File: src/rtl/mips_pkg.sv
// mips_pkg: shared state, opcode/funct and datapath select encodings for the multicycle MIPS control path
package mips_pkg;
    typedef enum logic [3:0] {
        S_FETCH, S_DECODE, S_MEMADR, S_MEMRD, S_MEMWB, S_MEMWR,
        S_RTYPEEX, S_RTYPEWB, S_BEQEX, S_ADDIEX, S_ADDIWB, S_JEX
    } state_t;
    localparam logic [5:0] OP_RTYPE = 6'b000000;
    localparam logic [5:0] OP_LW    = 6'b100011;
    localparam logic [5:0] OP_SW    = 6'b101011;
    localparam logic [5:0] OP_BEQ   = 6'b000100;
    localparam logic [5:0] OP_ADDI  = 6'b001000;
    localparam logic [5:0] OP_J     = 6'b000010;
    localparam logic [5:0] FN_ADD   = 6'b100000;
    localparam logic [5:0] FN_SUB   = 6'b100010;
    localparam logic [5:0] FN_AND   = 6'b100100;
    localparam logic [5:0] FN_OR    = 6'b100101;
    localparam logic [5:0] FN_SLT   = 6'b101010;
    localparam logic [2:0] ALU_AND  = 3'b000;
    localparam logic [2:0] ALU_OR   = 3'b001;
    localparam logic [2:0] ALU_ADD  = 3'b010;
    localparam logic [2:0] ALU_SUB  = 3'b110;
    localparam logic [2:0] ALU_SLT  = 3'b111;
    localparam logic [1:0] SRCB_B      = 2'b00;
    localparam logic [1:0] SRCB_FOUR   = 2'b01;
    localparam logic [1:0] SRCB_IMM    = 2'b10;
    localparam logic [1:0] SRCB_IMM_SH = 2'b11;
    localparam logic [1:0] PC_ALU    = 2'b00;
    localparam logic [1:0] PC_ALUOUT = 2'b01;
    localparam logic [1:0] PC_JUMP   = 2'b10;
    // ALUOP_NONE leaves alu_control at 000 in states that do not use the ALU
    localparam logic [1:0] ALUOP_ADD   = 2'b00;
    localparam logic [1:0] ALUOP_SUB   = 2'b01;
    localparam logic [1:0] ALUOP_FUNCT = 2'b10;
    localparam logic [1:0] ALUOP_NONE  = 2'b11;
    function automatic logic is_mem_wait(state_t s);
        return s == S_FETCH || s == S_MEMRD || s == S_MEMWR;
    endfunction
endpackage

File: src/rtl/alu_decoder.sv
// alu_decoder: maps the FSM's ALU operation class and the R-type funct field to an ALU control code
module alu_decoder
    import mips_pkg::*;
(
    input  logic [1:0] alu_op,
    input  logic [5:0] funct,
    output logic [2:0] alu_control,
    output logic       funct_valid
);
    logic [2:0] funct_ctl;
    always_comb begin
        funct_valid = 1'b1;
        funct_ctl   = ALU_ADD;
        case (funct)
            FN_ADD:  funct_ctl = ALU_ADD;
            FN_SUB:  funct_ctl = ALU_SUB;
            FN_AND:  funct_ctl = ALU_AND;
            FN_OR:   funct_ctl = ALU_OR;
            FN_SLT:  funct_ctl = ALU_SLT;
            default: funct_valid = 1'b0;
        endcase
    end
    assign alu_control = alu_op == ALUOP_ADD   ? ALU_ADD :
                         alu_op == ALUOP_SUB   ? ALU_SUB :
                         alu_op == ALUOP_FUNCT ? funct_ctl : ALU_AND;
endmodule

File: src/rtl/multicycle_controller.sv
// multicycle_controller: main control FSM sequencing the shared MIPS multicycle datapath,
// with memory-wait timeout detection and sticky illegal-instruction reporting
module multicycle_controller
    import mips_pkg::*;
#(
    parameter int MAX_WAIT = 255
) (
    input  logic       clk,
    input  logic       rst_n,
    input  logic [5:0] opcode,
    input  logic [5:0] funct,
    input  logic       zero,
    input  logic       mem_ready,
    output logic       i_or_d,
    output logic       mem_write,
    output logic       ir_write,
    output logic       reg_dst,
    output logic       mem_to_reg,
    output logic       reg_write,
    output logic       alu_src_a,
    output logic [1:0] alu_src_b,
    output logic [2:0] alu_control,
    output logic [1:0] pc_src,
    output logic       pc_en,
    output logic       instr_done,
    output logic       illegal_op,
    output logic       mem_timeout
);
    localparam int CW = $clog2(MAX_WAIT + 1);
    state_t state, state_nxt;
    logic [CW-1:0] wait_cnt, wait_nxt;
    logic [1:0] alu_op;
    logic funct_valid, illegal, stall;
    logic ir_wr, mem_wr, reg_wr, pc_write, branch, done;
    alu_decoder u_alu_dec (
        .alu_op      (alu_op),
        .funct       (funct),
        .alu_control (alu_control),
        .funct_valid (funct_valid)
    );
    always_ff @(posedge clk or negedge rst_n) begin
        if (!rst_n) begin
            state       <= S_FETCH;
            wait_cnt    <= '0;
            illegal_op  <= 1'b0;
            mem_timeout <= 1'b0;
        end else begin
            state       <= state_nxt;
            wait_cnt    <= wait_nxt;
            illegal_op  <= illegal_op | illegal;
            mem_timeout <= mem_timeout | (stall && wait_nxt == CW'(MAX_WAIT));
        end
    end
    // A stall never changes state, so clearing outside stalls covers every state change
    assign stall    = is_mem_wait(state) && !mem_ready;
    assign wait_nxt = !stall ? '0 : wait_cnt == CW'(MAX_WAIT) ? wait_cnt : wait_cnt + CW'(1);
    always_comb begin
        state_nxt = state;
        illegal   = 1'b0;
        case (state)
            S_FETCH: state_nxt = mem_ready ? S_DECODE : S_FETCH;
            S_DECODE: begin
                case (opcode)
                    OP_LW, OP_SW: state_nxt = S_MEMADR;
                    OP_RTYPE: begin
                        state_nxt = funct_valid ? S_RTYPEEX : S_FETCH;
                        illegal   = !funct_valid;
                    end
                    OP_BEQ:  state_nxt = S_BEQEX;
                    OP_ADDI: state_nxt = S_ADDIEX;
                    OP_J:    state_nxt = S_JEX;
                    default: begin
                        state_nxt = S_FETCH;
                        illegal   = 1'b1;
                    end
                endcase
            end
            S_MEMADR:  state_nxt = opcode == OP_SW ? S_MEMWR : S_MEMRD;
            S_MEMRD:   state_nxt = mem_ready ? S_MEMWB : S_MEMRD;
            S_MEMWR:   state_nxt = mem_ready ? S_FETCH : S_MEMWR;
            S_RTYPEEX: state_nxt = S_RTYPEWB;
            S_ADDIEX:  state_nxt = S_ADDIWB;
            default:   state_nxt = S_FETCH;
        endcase
    end
    always_comb begin
        i_or_d     = 1'b0;
        mem_wr     = 1'b0;
        ir_wr      = 1'b0;
        reg_dst    = 1'b0;
        mem_to_reg = 1'b0;
        reg_wr     = 1'b0;
        alu_src_a  = 1'b0;
        alu_src_b  = SRCB_B;
        alu_op     = ALUOP_NONE;
        pc_src     = PC_ALU;
        pc_write   = 1'b0;
        branch     = 1'b0;
        done       = 1'b0;
        case (state)
            S_FETCH: begin
                alu_src_b = SRCB_FOUR;
                alu_op    = ALUOP_ADD;
                ir_wr     = mem_ready;
                pc_write  = mem_ready;
            end
            S_DECODE: begin
                alu_src_b = SRCB_IMM_SH;
                alu_op    = ALUOP_ADD;
                done      = illegal;
            end
            S_MEMADR: begin
                alu_src_a = 1'b1;
                alu_src_b = SRCB_IMM;
                alu_op    = ALUOP_ADD;
            end
            S_MEMRD: i_or_d = 1'b1;
            S_MEMWB: begin
                mem_to_reg = 1'b1;
                reg_wr     = 1'b1;
                done       = 1'b1;
            end
            S_MEMWR: begin
                i_or_d = 1'b1;
                mem_wr = 1'b1;
                done   = mem_ready;
            end
            S_RTYPEEX: begin
                alu_src_a = 1'b1;
                alu_op    = ALUOP_FUNCT;
            end
            S_RTYPEWB: begin
                reg_dst = 1'b1;
                reg_wr  = 1'b1;
                done    = 1'b1;
            end
            S_BEQEX: begin
                alu_src_a = 1'b1;
                alu_op    = ALUOP_SUB;
                pc_src    = PC_ALUOUT;
                branch    = 1'b1;
                done      = 1'b1;
            end
            S_ADDIEX: begin
                alu_src_a = 1'b1;
                alu_src_b = SRCB_IMM;
                alu_op    = ALUOP_ADD;
            end
            S_ADDIWB: begin
                reg_wr = 1'b1;
                done   = 1'b1;
            end
            S_JEX: begin
                pc_src   = PC_JUMP;
                pc_write = 1'b1;
                done     = 1'b1;
            end
            default: ;
        endcase
    end
    // Enables are gated by rst_n so nothing fires while reset is held
    assign ir_write   = rst_n & ir_wr;
    assign mem_write  = rst_n & mem_wr;
    assign reg_write  = rst_n & reg_wr;
    assign instr_done = rst_n & done;
    assign pc_en      = rst_n & (pc_write | (branch & zero));
endmodule
File: config.mk
export PLATFORM = sky130hd
export DESIGN_NAME = multicycle_controller
export DESIGN_NICKNAME = d
export VERILOG_FILES = /design/src/rtl/mips_pkg.sv /design/src/rtl/alu_decoder.sv /design/src/rtl/multicycle_controller.sv
export SDC_FILE = /design/constraint.sdc
export NUM_CORES = 1
export LEC_CHECK = 0
export BUFFER_PORTS_ARGS = -buffer_cell sky130_fd_sc_hd__buf_2
export CORE_MARGIN = 10
export CORE_UTILIZATION = 49
export DETAILED_ROUTE_END_ITERATION = 8
export MAX_ROUTING_LAYER = met4
export PLACE_DENSITY = 0.73
export SLEW_MARGIN = 20
export SYNTH_ARGS = -nofsm -noshare
export SYNTH_HDL_FRONTEND = slang
export SYNTH_SLANG_ARGS = --single-unit
File: constraint.sdc
create_clock -name clk -period 2.81 [get_ports clk]
set_clock_uncertainty 0.1 [all_clocks]
set_input_delay 0.1405 -clock clk [delete_from_list [all_inputs] [get_ports clk]]
set_output_delay 0.1405 -clock clk [all_outputs]
set_load 0.03 [all_outputs]
* Word level (Yosys, flattened, before mapping)
Cells that the tools add are included.
** Operators by class
- $add $sub $neg :: 1
- Equal/unequal tests :: 25
- Muxes and demuxes :: 29
- Bitwise gates (word level) :: 9
- Reductions and logical operators :: 18
** Operator list (number)
- $eq 6x6->1 const B :: 7
- $pmux 4 s7 :: 1
- $mux 3 :: 7
- $pmux 4 s5 :: 1
- $eq 4x3->1 const B :: 4
- $eq 4x4->1 const B :: 4
- $eq 8x8->1 const B :: 2
- $mux 8 :: 2
- $reduce_or 5->1 :: 3
- $pmux 2 s3 :: 2
- $pmux 3 s4 :: 1
- $mux 1 :: 11
- $add 8x1->8 const B :: 1
- $eq 4x2->1 const B :: 2
- $reduce_or 4->1 :: 2
- $and 1x1->1 :: 6
- $eq 6x2->1 const B :: 1
- $eq 6x3->1 const B :: 1
- $eq 6x4->1 const B :: 1
- $logic_not 6->1 :: 1
- $reduce_or 2->1 :: 3
- $eq 4x1->1 const B :: 1
- $logic_not 4->1 :: 1
- $pmux 1 s2 :: 2
- other kinds (10) :: 15
** Storage, ports and cells
- Register bits after elaboration :: 14
- Input port bits :: 16
- Output and inout bits :: 18
- Logic and storage cells :: 86

* Longest topological paths before layout
Gate-level depths: netlist (run 1).
- Depth after elaboration :: 8
- Mapped depth :: 6
- Gate-level depth less buffers :: 5

* Cells and area by module
From an unflattened synthesis (run 1), not the netlist that was laid out.
** Second synthesis, totals
- Cell total of the unflattened synthesis :: 151
- Area, all modules :: 1201.2 um2
** Modules (own cells, without submodules)
- multicycle_controller :: instances 1, cells each 138, area each 1086.0 um2, sequential area each 350.3 um2
- alu_decoder :: instances 1, cells each 13, area each 115.1 um2, sequential area each 0.0 um2

* Worst setup path after synthesis (run 1)
No wires, ideal clock.
- Kind :: register to output
- Start :: reg state[1]
- End :: out reg_write
- Data arrival time :: 1857 ps
- Required time :: 2569 ps
- Setup slack :: 712 ps
- Stages on the path, launching flop included :: 5
- Buffers on the path :: 1
- Path through :: dfrtp_1 > buf_2 > nor3_1 > a21oi_1 > nor2b_1
** Between the ends
- Longest elaborated chain between the ends :: 4
- Elaborated cells between the ends (all ways) :: 6
- Classes of those cells :: eq/ne: 3; mux: 1; bitwise: 1; reduce/logical: 1
** Ends and longest elaborated chain
- start, declared :: line multicycle_controller.sv:30 : state_t state, state_nxt;
- start signal, assigned :: line multicycle_controller.sv:48 : state <= state_nxt;
- $eq 4x4->1 or $eq 4x3->1 (tied branches) :: line multicycle_controller.sv:100 : case (state)
- $reduce_or 3->1 (no source line) (*)
- $mux 1 (*) :: line multicycle_controller.sv:100
- $and 1x1->1 (*) :: line multicycle_controller.sv:164 : assign reg_write = rst_n & reg_wr;
- end, declared :: line multicycle_controller.sv:19 : output logic reg_write,
Every way passes the cells marked *; elsewhere a longest branch is shown, timed or not.

* Final worst setup path (run 1)
- Start :: reg state[1]
- End :: out instr_done
** Between the ends
- Longest elaborated chain between the ends :: 4
- Elaborated cells between the ends (all ways) :: 11
- Classes of those cells :: eq/ne: 7; mux: 2; bitwise: 1; reduce/logical: 1
** Ends and longest elaborated chain
- $eq 4x4->1, or another cell as far along :: line multicycle_controller.sv:100
- $reduce_or 5->1 (no source line) or $mux 1 (tied branches)
- $pmux 1 s3 (*) :: line multicycle_controller.sv:100
- $and 1x1->1 (*) :: line multicycle_controller.sv:165 : assign instr_done = rst_n & done;
- end, declared :: line multicycle_controller.sv:25 : output logic instr_done,
Marked as above.

==> results of run 1 <==
-- cell type report --
type,count,area share [%]
Sequential cell,14,24.6
Clock buffer,4,2.55
Tap cell,30,2.63
Multi-Input combinational cell,128,57.2
Timing Repair Buffer,34,12.3
Inverter,3,0.790
-- power breakdown --
group | internal (mW) | switching (mW) | total (mW)
Combinational | 0.160 | 0.264 | 0.423
Clock | 0.0790 | 0.0663 | 0.145
Sequential | 0.227 | 0.0899 | 0.317
-- cell families (layout without fill, tap and decap cells) --
family                   after synthesis  in the layout  synth area share, %
buffers and inverters                 12             41                 4.61
XOR/XNOR                               5              5                 3.59
flip-flops                            14             14                 28.7
adder cells (fa/ha/maj)                1              1                 1.02
AND/OR/NAND/NOR                       76             76                 34.0
AO/OA/AOI/OAI                         42             42                 24.8
multiplexers                           4              4                 3.28
-- how the worst min path moves through the flow --
stage / start / end / slack (ns)
after detailed placement: rst_n / state[0] / -0.01
after global placement: rst_n / state[3] / -0.01
final: opcode[5] / state[0] / 0.13
after CTS: opcode[5] / state[0] / 0.12
after floorplan: rst_n / illegal_op / -0.26
after global routing: opcode[5] / state[0] / 0.13
-- layout by cell type, fill, tap and decap left out, types with 2 or more instances in the layout --
cell       n
clkbuf_4   3
nand2b_1   7
xor2_1     5
inv_1      3
and3b_1    2
o21ai_0    9
and3_1     5
o21ai_1    2
a211oi_1   2
a31oi_1    4
nand3_1    4
a21oi_1    7
nor3_1    10
nand2_1   11
mux2i_1    4
nor2_1    17
nand4_1    3
buf_2     33
dfrtp_1   14
a41oi_1    2
nor2b_1    6
nor4_1     2
o211ai_1   3
-- stage by stage --
stage          instances  setup slack, ns  power [mW]
2_1_floorplan        154            0.712       0.636
3_3_place_gp         208            0.829       0.728
3_5_place_dp         208            0.754       0.741
4_1_cts              213            0.419       0.890
5_1_grt              213            0.234       0.953
6_report             213            0.423       0.886
-- flip-flops by register name (all words and copies together) (netlist names) --
| register | count |
|---|---|
| wait_cnt | 8 |
| mem_timeout | 1 |
| illegal_op | 1 |
| state | 4 |
-- per-layer routing --
layer	GRT usage (%)	vias up	routed length (µm)
li1	-	634	-
met1	15.4	590	1490
met2	20.2	48	1480
met3	2.68	5	185
met4	3.73	0	25
met5	-	-	0
-- worst register-to-register path: stages (launching register included) --
cell     delay (ns)
dfrtp_1        0.73
and3b_1        0.29
a32oi_2        0.39
nor2_1         0.14
a31o_1         0.19
-- timing repair --
item,CTS,global route
hold buffers,1,0
hold endpoints to repair,14,0
setup buffers,0,0
==> key figures, run 1 <==
Clocking
  • Max Root-Sink Buffers: 2
  • Clock latency on the worst-skew pair: 0.29 ns
  • H-tree Lvls: 1
  • Clock sink total: 14
  • TritonCTS clock tree: yes
  • CTS buffer count: 3
  • Reg clk slew, reported paths: 0.08 ns
  • Resize count post-CTS: 0
  • CTS root buf: clkbuf_4

Global routing
  • First-pass GRT wire length: 5.25 mm
  • Vias in the first global route: 1177
  • Pin count of the biggest net entering global routing: 24
  • Initial antenna violation count: 0
  • GR Overflow Total: 0
  • Total GRT Usage: 12.6%

Detailed routing
  • Drt wl/cell: 14.9 µm
  • Via count: 1277
  • Pre-antenna DRT Iters: 4
  • Final WL: 3.18 mm
  • Drt drc: 0
  • DR iter-0 viols: 79
  • Final ANT Viol Nets: 0
  • Vias per std cell: 6.00

STA
  • Crit share post-route: 85.0%
  • Hold WS: 0.126 ns
  • Min Tclk post-route: 2.39 ns
  • Final hold vios: 0
  • Worst relative slew slack: 60.3%
  • FMAX: 419 MHz
  • Final Slew Violations: 0
  • Slew @ Worst Pin: 0.595 ns
  • RSZ-0062 raised after global routing: no
  • Setup TNS: 0 ns
  • Finish-stage setup viols: 0

Logic synthesis
  • Top cells by count, synth: nor2_1 (17), dfrtp_1 (14), nand2_1 (11)
  • Synthesized area per cell: 7.93 µm²
  • Share of the synthesized area in the top cell type: 28.7%
  • Area leader, netlist: dfrtp_1
  • FF+latch count, synth: 14
  • Yosys cell types: 47
  • Mapped Cells: 154
  • Post-synth EDFFs: 0
  • Netlist Area Pre-Place: 1220 µm²
  • Syn Nets: 171
  • Most common cell in the netlist: nor2_1
  • Top FF cell, synth: dfrtp_1
  • Yosys warns: 0
  • Synth async-reset ratio: 100%
  • Area contributors post-synth: dfrtp_1 (29%), nor2_1 (5.2%), nor3_1 (4.1%)
  • Post-synthesis sequential area ratio: 28.7%

Critical path
  • Critical path destination: instr_done
  • Crit path capture type: output port
  • Setup CP Type: register to output port
  • Crit path launch: state[1]
  • Reg-to-reg endpoint: mem_timeout
  • Critical path's top delay family: simple AND/OR/NAND/NOR gates
  • Worst path buffer plus inverter count: 1
  • WP data arrival: 2.15 ns
  • Crit-path slowest cell: dfrtp_1
  • RR Startpoint: state[1]
  • FF-to-FF path depth: 4
  • Worst path depth: 5
  • Crit path launch type: register
  • Reg2reg setup slack: 0.87 ns
  • Worst path required time: 2.57 ns
  • Worst-path fanout max: 23
  • Crit path largest cell delay: 0.61 ns
  • Critical path cell sequence: nand2b_1, nor3_1, nand3_1, o21ai_1, buf_2

Cells and area
  • Area of the multi-input gates: 815 µm²
  • Final core utilization: 58.6%
  • Finished Cell Area: 1430 µm²
  • Fillers: 238
  • Reg area: 350 µm²
  • Layout area overhead: 16.7%
  • Final nets: 201
  • Number of diodes: 0
  • Layout cells sized above 1: 23.5%

Floorplanning
  • CORE AREA: 2430 µm²
  • Initial Utilization: 50.2%
  • Die area: 4890 µm²
  • I/O Pins: 34
  • DIE WIDTH: 69.9 µm
  • Row count: 18
  • Die Height: 69.9 µm

Power and ir drop
  • Peak VDD IR: 0.000375 V
  • Power per cell area: 622 nW/µm²
  • Static leakage: 0.626 nW

Placed design
  • DP HPWL: 2.42 mm
  • Post-DP Area: 1380 µm²
  • GPL Wtd Cong: 0.883
  • Number of port buffers: 33

Min path
  • Hold depth: 4
  • Hold/Removal Path Class: input port to register

Run status
  • Status: finished, final reports clean

Job
  • Max Cap Violations: 0
Note: power is estimated with default switching activity, not from simulation.
==> inputs of run 2 (changes only) <==
--- a/config.mk
+++ b/config.mk
@@ -7,7 +7,7 @@
 export LEC_CHECK = 0
 export BUFFER_PORTS_ARGS = -buffer_cell sky130_fd_sc_hd__buf_2
 export CORE_MARGIN = 10
-export CORE_UTILIZATION = 49
+export CORE_UTILIZATION = 47
 export DETAILED_ROUTE_END_ITERATION = 8
 export MAX_ROUTING_LAYER = met4
 export PLACE_DENSITY = 0.73
==> constraint.sdc (replaced) <==
create_clock -name clk -period 2.15 [get_ports clk]
set_clock_uncertainty 0.1 [all_clocks]
set_input_delay 0.1075 -clock clk [delete_from_list [all_inputs] [get_ports clk]]
set_output_delay 0.1075 -clock clk [all_outputs]
set_load 0.03 [all_outputs]
==> run 2 against run 1 <==
Compared with the run above: worst setup slack got worse by 0.23 ns; critical path depth did not move; wire length rose by 3.6%; critical endpoint is now pc_en.
==> key figures, run 2 (same netlist as run 1, synthesis figures left out) <==
STA
  • Crit share post-route: 91.0%
  • Setup TNS: 0 ns (unchanged)
  • Worst relative slew slack: 68.3% (was 60.3%)
  • FMAX: 511 MHz
  • Slew @ Worst Pin: 0.469 ns (was 0.595 ns)
  • Min Tclk post-route: 1.96 ns
  • Finish-stage setup viols: 0 (unchanged)
  • Final hold vios: 0 (unchanged)
  • Final Slew Violations: 0 (unchanged)
  • Hold WS: 0.105 ns (was 0.126 ns)
  • RSZ-0062 raised after global routing: no (unchanged)

Critical path
  • Critical path cell sequence: buf_4, or3_1, o21ai_0, and3_1, buf_2 (was nand2b_1, nor3_1, nand3_1, o21ai_1, buf_2)
  • WP data arrival: 1.75 ns (was 2.15 ns)
  • Worst path depth: 5 (unchanged)
  • Setup CP Type: register to output port (unchanged)
  • Crit path largest cell delay: 0.45 ns (was 0.61 ns)
  • Worst path required time: 1.94 ns (was 2.57 ns)
  • Crit-path slowest cell: dfrtp_1 (unchanged)
  • Crit path capture type: output port (unchanged)
  • FF-to-FF path depth: 5 (was 4)
  • Crit path launch type: register (unchanged)
  • Worst-path fanout max: 17 (was 23)
  • Critical path's top delay family: simple AND/OR/NAND/NOR gates (unchanged)
  • Worst path buffer plus inverter count: 2 (was 1)

Clocking
  • Clock latency on the worst-skew pair: 0.28 ns (was 0.29 ns)
  • Post-CTS Setup Inserts: 0 (unchanged)
  • H-tree Lvls: 1 (unchanged)
  • TritonCTS clock tree: yes (unchanged)
  • Clock sink total: 14 (unchanged)
  • Max Root-Sink Buffers: 2 (unchanged)
  • CTS buffer count: 3 (unchanged)
  • Reg clk slew, reported paths: 0.09 ns (was 0.08 ns)
  • CTS root buf: clkbuf_4 (unchanged)

Cells and area
  • Largest register FFs: 8 (unchanged)
  • Commonest non-fill, non-tap cells in the layout: buf_2 (33), nor2_1 (17), nand2_1 (11), dfrtp_1 (11), nor3_1 (10) (was buf_2 (33), nor2_1 (17), dfrtp_1 (14), nand2_1 (11), nor3_1 (10))
  • Layout cells sized above 1: 25.9% (was 23.5%)
  • Finished Cell Area: 1440 µm² (was 1430 µm²)
  • Number of diodes: 0 (unchanged)
  • Layout area overhead: 18.2% (was 16.7%)
  • Biggest regs: wait_cnt x8, state x4 (unchanged)
  • Most common cell after layout, fill and taps aside: buf_2 (unchanged)
  • Final nets: 203 (was 201)
  • Most flops, register: wait_cnt (unchanged)
  • Finished Layout Cells: 215 (was 213)

Global routing
  • Pin count of the biggest net entering global routing: 21 (was 24)
  • GR Overflow Total: 0 (unchanged)
  • Total GRT Usage: 13.0% (was 12.6%)
  • Vias in the first global route: 1314 (was 1177)
  • First-pass GRT wire length: 5.59 mm (was 5.25 mm)
  • Initial antenna violation count: 0 (unchanged)

Job
  • Max Cap Violations: 0 (unchanged)

Detailed routing
  • Drt drc: 0 (unchanged)
  • Final ANT Viol Nets: 0 (unchanged)
  • Pre-antenna DRT Iters: 4 (unchanged)
  • Drt wl/cell: 15.3 µm (was 14.9 µm)
  • Final WL: 3.29 mm (was 3.18 mm)
  • Vias per std cell: 6.13 (was 6.00)
  • DR iter-0 viols: 108 (was 79)
  • Via count: 1317 (was 1277)

Placed design
  • Placed Cells: 210 (was 208)
  • DP HPWL: 2.55 mm (was 2.42 mm)
  • Number of port buffers: 33 (unchanged)
  • GPL Wtd Cong: 0.892 (was 0.883)
  • Post-DP Area: 1390 µm² (was 1380 µm²)

Power and ir drop
  • Power per cell area: 829 nW/µm² (was 622 nW/µm²)
  • Peak VDD IR: 0.000501 V (was 0.000375 V)
  • Static leakage: 0.632 nW (was 0.626 nW)
  • Total power draw: 1.20 mW (was 0.886 mW)

Floorplanning
  • CORE AREA: 2480 µm² (was 2430 µm²)
  • I/O Pins: 34 (unchanged)
  • Initial Utilization: 49.3% (was 50.2%)
  • Die area: 5040 µm² (was 4890 µm²)
  • DIE WIDTH: 71.0 µm (was 69.9 µm)
  • Die Height: 71.0 µm (was 69.9 µm)
  • Row count: 18 (unchanged)

Run status
  • Status: finished, final reports clean (unchanged)

Min path
  • Hold/Removal Path Class: input port to register (unchanged)
  • Hold depth: 4 (unchanged)
[run 2: cell types whose count changed in the layout (fill, tap and decap cells not counted)]
cell	change
dfrtp_1	-3
dfrtp_2	+3
buf_4	+2
[run 2: worst min-delay path: stages]
cell,delay [ns]
buf_2,0.10
nor3_2,0.04
nand4b_1,0.12
o21ai_0,0.09
[run 2: routing by layer]
layer | vias to the layer above | track usage, % | share of wire [%]
li1 | 634 | - | -
met1 | 625 | 14.7 | 45
met2 | 50 | 22.2 | 49
met3 | 8 | 2.37 | 3.7
met4 | 0 | 4.95 | 1.8
met5 | - | - | 0
[run 2: final cells by class]
type                    count  area (µm²)
clock buffers               4        36.3
fillers                   247        1030
inverters                   3        11.3
multi-input cells         128         815
flip-flops and latches     14         354
well taps                  30        37.5
repair buffers             36         190
[run 2: repair_timing]
| action | in CTS | in global routing |
|---|---|---|
| hold endpoints to repair | 14 | 0 |
| hold buffers | 1 | 0 |
| resized for setup | 0 | 3 |
| endpoints found under the setup margin | 0 | 3 |
[run 2: final timing paths]
| path | startpoint | to | slack, ns |
|---|---|---|---|
| setup / recovery | state[1] | pc_en | 0.19 |
| hold / removal | opcode[5] | state[0] | 0.11 |
| setup reg to reg | wait_cnt[0] | mem_timeout | 0.39 |
| hold reg to reg | mem_timeout | mem_timeout | 0.36 |
| max in group asynchronous | rst_n | state[2] | 1.44 |
| min in group asynchronous | rst_n | wait_cnt[4] | 0.19 |
[run 2: report_power, final]
group	total, mW	switching, mW	internal (mW)	leakage [nW]
combinational	0.610	0.380	0.231	0.428
sequential	0.394	0.0931	0.301	0.182
clock	0.193	0.0900	0.103	0.0210
total	1.20	0.563	0.634	0.632
[run 2: through the flow]
step	setup slack [ns]	util [%]
after global routing	0.0469	58.3
after global placement	0.405	56.3
after CTS	0.0556	58.1
final	0.194	58.3
after detailed placement	0.289	56.3
after floorplan	0.0853	-
==> inputs of run 3 (changes only) <==
--- a/config.mk
+++ b/config.mk
@@ -7,10 +7,11 @@
 export LEC_CHECK = 0
 export BUFFER_PORTS_ARGS = -buffer_cell sky130_fd_sc_hd__buf_2
 export CORE_MARGIN = 10
-export CORE_UTILIZATION = 47
+export CORE_UTILIZATION = 35
+export CTS_CLUSTER_SIZE = 40
 export DETAILED_ROUTE_END_ITERATION = 8
 export MAX_ROUTING_LAYER = met4
-export PLACE_DENSITY = 0.73
+export PLACE_DENSITY = 0.56
 export SLEW_MARGIN = 20
 export SYNTH_ARGS = -nofsm -noshare
 export SYNTH_HDL_FRONTEND = slang
==> run 3 against run 2 <==
Compared with the run above: worst hold slack worse by 0.028 ns; maximum frequency is 1.0% lower; utilization is 15 points lower; via count is 4.2% lower; power is 4.0% lower; sequential power is 3% higher; sequential share of layout area is 0.23 points lower; critical path type unchanged; largest power group unchanged.
==> key figures, run 3 (same netlist as run 1, synthesis figures left out) <==
Critical path
  • WP data arrival: 1.77 ns (was 1.75 ns)
  • Setup CP Type: register to output port (unchanged)
  • Crit path launch type: register (unchanged)
  • Reg-to-reg endpoint: mem_timeout (unchanged)
  • Crit path capture type: output port (unchanged)
  • Worst-path fanout max: 15 (was 17)
  • FF-to-FF path depth: 5 (unchanged)
  • Reg2reg setup slack: 0.38 ns (was 0.39 ns)
  • RR Startpoint: wait_cnt[0] (unchanged)
  • Worst path required time: 1.94 ns (about the same)

Power and ir drop
  • Clock share of power: 12.4% (was 16.1%)
  • Net switching power: 0.543 mW (was 0.563 mW)
  • Peak VDD IR: 0.000303 V (was 0.000501 V)
  • Sequential fraction of design power: 35.3% (was 32.9%)
  • Static leakage: 0.629 nW (was 0.632 nW)
  • Int Pwr: 0.607 mW (was 0.634 mW)
  • Gate power share: 52.3% (was 51.0%)
  • Switching share of power: 47.2% (was 47.0%)
  • Power per cell area: 789 nW/µm² (was 829 nW/µm²)

Clocking
  • H-tree Lvls: 1 (unchanged)
  • Clock latency on the worst-skew pair: 0.27 ns (was 0.28 ns)
  • CTS root buf: clkbuf_4 (unchanged)
  • Max Root-Sink Buffers: 2 (unchanged)
  • CTS buffer count: 3 (unchanged)
  • Reg clk slew, reported paths: 0.08 ns (was 0.09 ns)
  • TritonCTS clock tree: yes (unchanged)
  • Clock sink total: 14 (unchanged)

Floorplanning
  • Die Height: 79.1 µm (was 71.0 µm)
  • Die area: 6250 µm² (was 5040 µm²)
  • DIE WIDTH: 79.1 µm (was 71.0 µm)
  • Initial Utilization: 36.3% (was 49.3%)
  • CORE AREA: 3360 µm² (was 2480 µm²)
  • I/O Pins: 34 (unchanged)
  • Row count: 21 (was 18)

STA
  • Crit share post-route: 91.9% (was 91.0%)
  • Worst relative slew slack: 68.3% (about the same)
  • Hold WS: 0.0774 ns (was 0.105 ns)
  • Setup TNS: 0 ns (unchanged)
  • Finish-stage setup viols: 0 (unchanged)
  • Final Slew Violations: 0 (unchanged)
  • Slew @ Worst Pin: 0.469 ns (about the same)
  • RSZ-0062 raised after global routing: no (unchanged)
  • Final hold vios: 0 (unchanged)
  • Min Tclk post-route: 1.98 ns (was 1.96 ns)
  • FMAX: 506 MHz (was 511 MHz)

Placed design
  • Number of port buffers: 33 (unchanged)
  • GPL Wtd Cong: 0.817 (was 0.892)
  • DP HPWL: 2.54 mm (was 2.55 mm)

Detailed routing
  • Drt drc: 0 (unchanged)
  • Vias per std cell: 5.46 (was 6.13)
  • Pre-antenna DRT Iters: 6 (was 4)
  • Drt wl/cell: 14.1 µm (was 15.3 µm)
  • Final WL: 3.26 mm (was 3.29 mm)
  • Final ANT Viol Nets: 0 (unchanged)
  • DR iter-0 viols: 103 (was 108)
  • Via count: 1262 (was 1317)

Min path
  • Hold depth: 4 (unchanged)
  • Hold/Removal Path Class: input port to register (unchanged)
  • Hold_sp: opcode[5] (unchanged)
  • Hold endpoint: state[0] (unchanged)

Global routing
  • GR Layer Usage met3: 2.14% (was 2.37%)
  • Initial antenna violation count: 0 (unchanged)
  • Met1 global-route usage: 14.4% (was 14.7%)
  • Total GRT Usage: 11.0% (was 13.0%)
  • GRT busiest layer: met2 (unchanged)
  • Met2 Usage GRT: 16.6% (was 22.2%)
  • GR Overflow Total: 0 (unchanged)
  • First-pass GRT wire length: 5.64 mm (was 5.59 mm)
  • Pin count of the biggest net entering global routing: 21 (unchanged)
  • Vias in the first global route: 1223 (was 1314)

Cells and area
  • Biggest regs: wait_cnt x8, state x4 (unchanged)
  • Final nets: 204 (was 203)
  • Layout area overhead: 19.4% (was 18.2%)
  • Layout cells sized above 1: 25.9% (unchanged)
  • Commonest non-fill, non-tap cells in the layout: buf_2 (33), nor2_1 (17), nand2_1 (11), dfrtp_1 (11), nor3_1 (10) (unchanged)
  • Most flops, register: wait_cnt (unchanged)
  • Most common cell after layout, fill and taps aside: buf_2 (unchanged)
  • Largest register FFs: 8 (unchanged)
  • Number of diodes: 0 (unchanged)

Run status
  • Status: finished, final reports clean (unchanged)

Job
  • Max Cap Violations: 0 (unchanged)
-- run 3: cell count changes in the layout (fill, tap and decap cells not counted) --
cell / previous run / this run
buf_4: 2 / 3
clkbuf_8: 1 / 0
-- run 3: timing repair --
item / in CTS / in global routing
setup buffers: 0 / 0
hold endpoints to repair: 14 / 0
endpoints found under the setup margin: 0 / 4
resized for setup: 0 / 3
hold buffers: 1 / 0
-- run 3: worst max path at each step --
stage,from,to,slack [ns],depth (start not counted)
after global placement,state[0],instr_done,0.43,5
after floorplan,state[1],reg_write,0.09,4
after global routing,state[3],pc_en,0.03,5
after CTS,state[0],instr_done,0.11,5
final,state[3],pc_en,0.17,5
after detailed placement,wait_cnt[0],mem_timeout,0.41,5
-- run 3: power by group through the flow --
stage | Clock (mW) | Sequential [mW] | Combinational (mW)
global placement | 0 | 0.400 | 0.604
detailed placement | 0 | 0.405 | 0.603
CTS | 0.149 | 0.399 | 0.607
floorplan | 0 | 0.330 | 0.501
finish | 0.142 | 0.406 | 0.601
global route | 0.159 | 0.419 | 0.669
-- run 3: metrics by stage --
stage	worst slack [ns]	instances	total power [mW]	utilization, %	instance area (µm²)
after floorplan	0.0853	154	0.832	-	1220
after detailed placement	0.409	227	1.01	42.3	1420
final	0.174	231	1.15	43.3	1460
after CTS	0.106	231	1.16	43.2	1450
after global routing	0.0348	231	1.25	43.3	1460
after global placement	0.429	227	1.00	42.3	1420
-- run 3: critical path: stages, from the launching register on --
cell and delay, ns:
dfrtp_1 0.63, mux2i_1 0.12, or3_1 0.31, o21ai_0 0.07, and3_1 0.17, buf_2 0.19
-- run 3: layout make-up --
type | instances | area, µm²
timing repair buffer | 37 | 198
fill | 374 | 1910
tap | 46 | 57.6
multi-input combinational | 128 | 815
clock buffer | 3 | 22.5
sequential | 14 | 354
inverter | 3 | 11.3
-- run 3: per-layer routing --
| metal | share of wire (%) | wire [µm] | vias up |
|---|---|---|---|
| li1 | - | - | 639 |
| met1 | 50 | 1620 | 571 |
| met2 | 44 | 1440 | 46 |
| met3 | 4.1 | 135 | 6 |
| met4 | 1.9 | 62 | 0 |
| met5 | 0 | 0 | - |
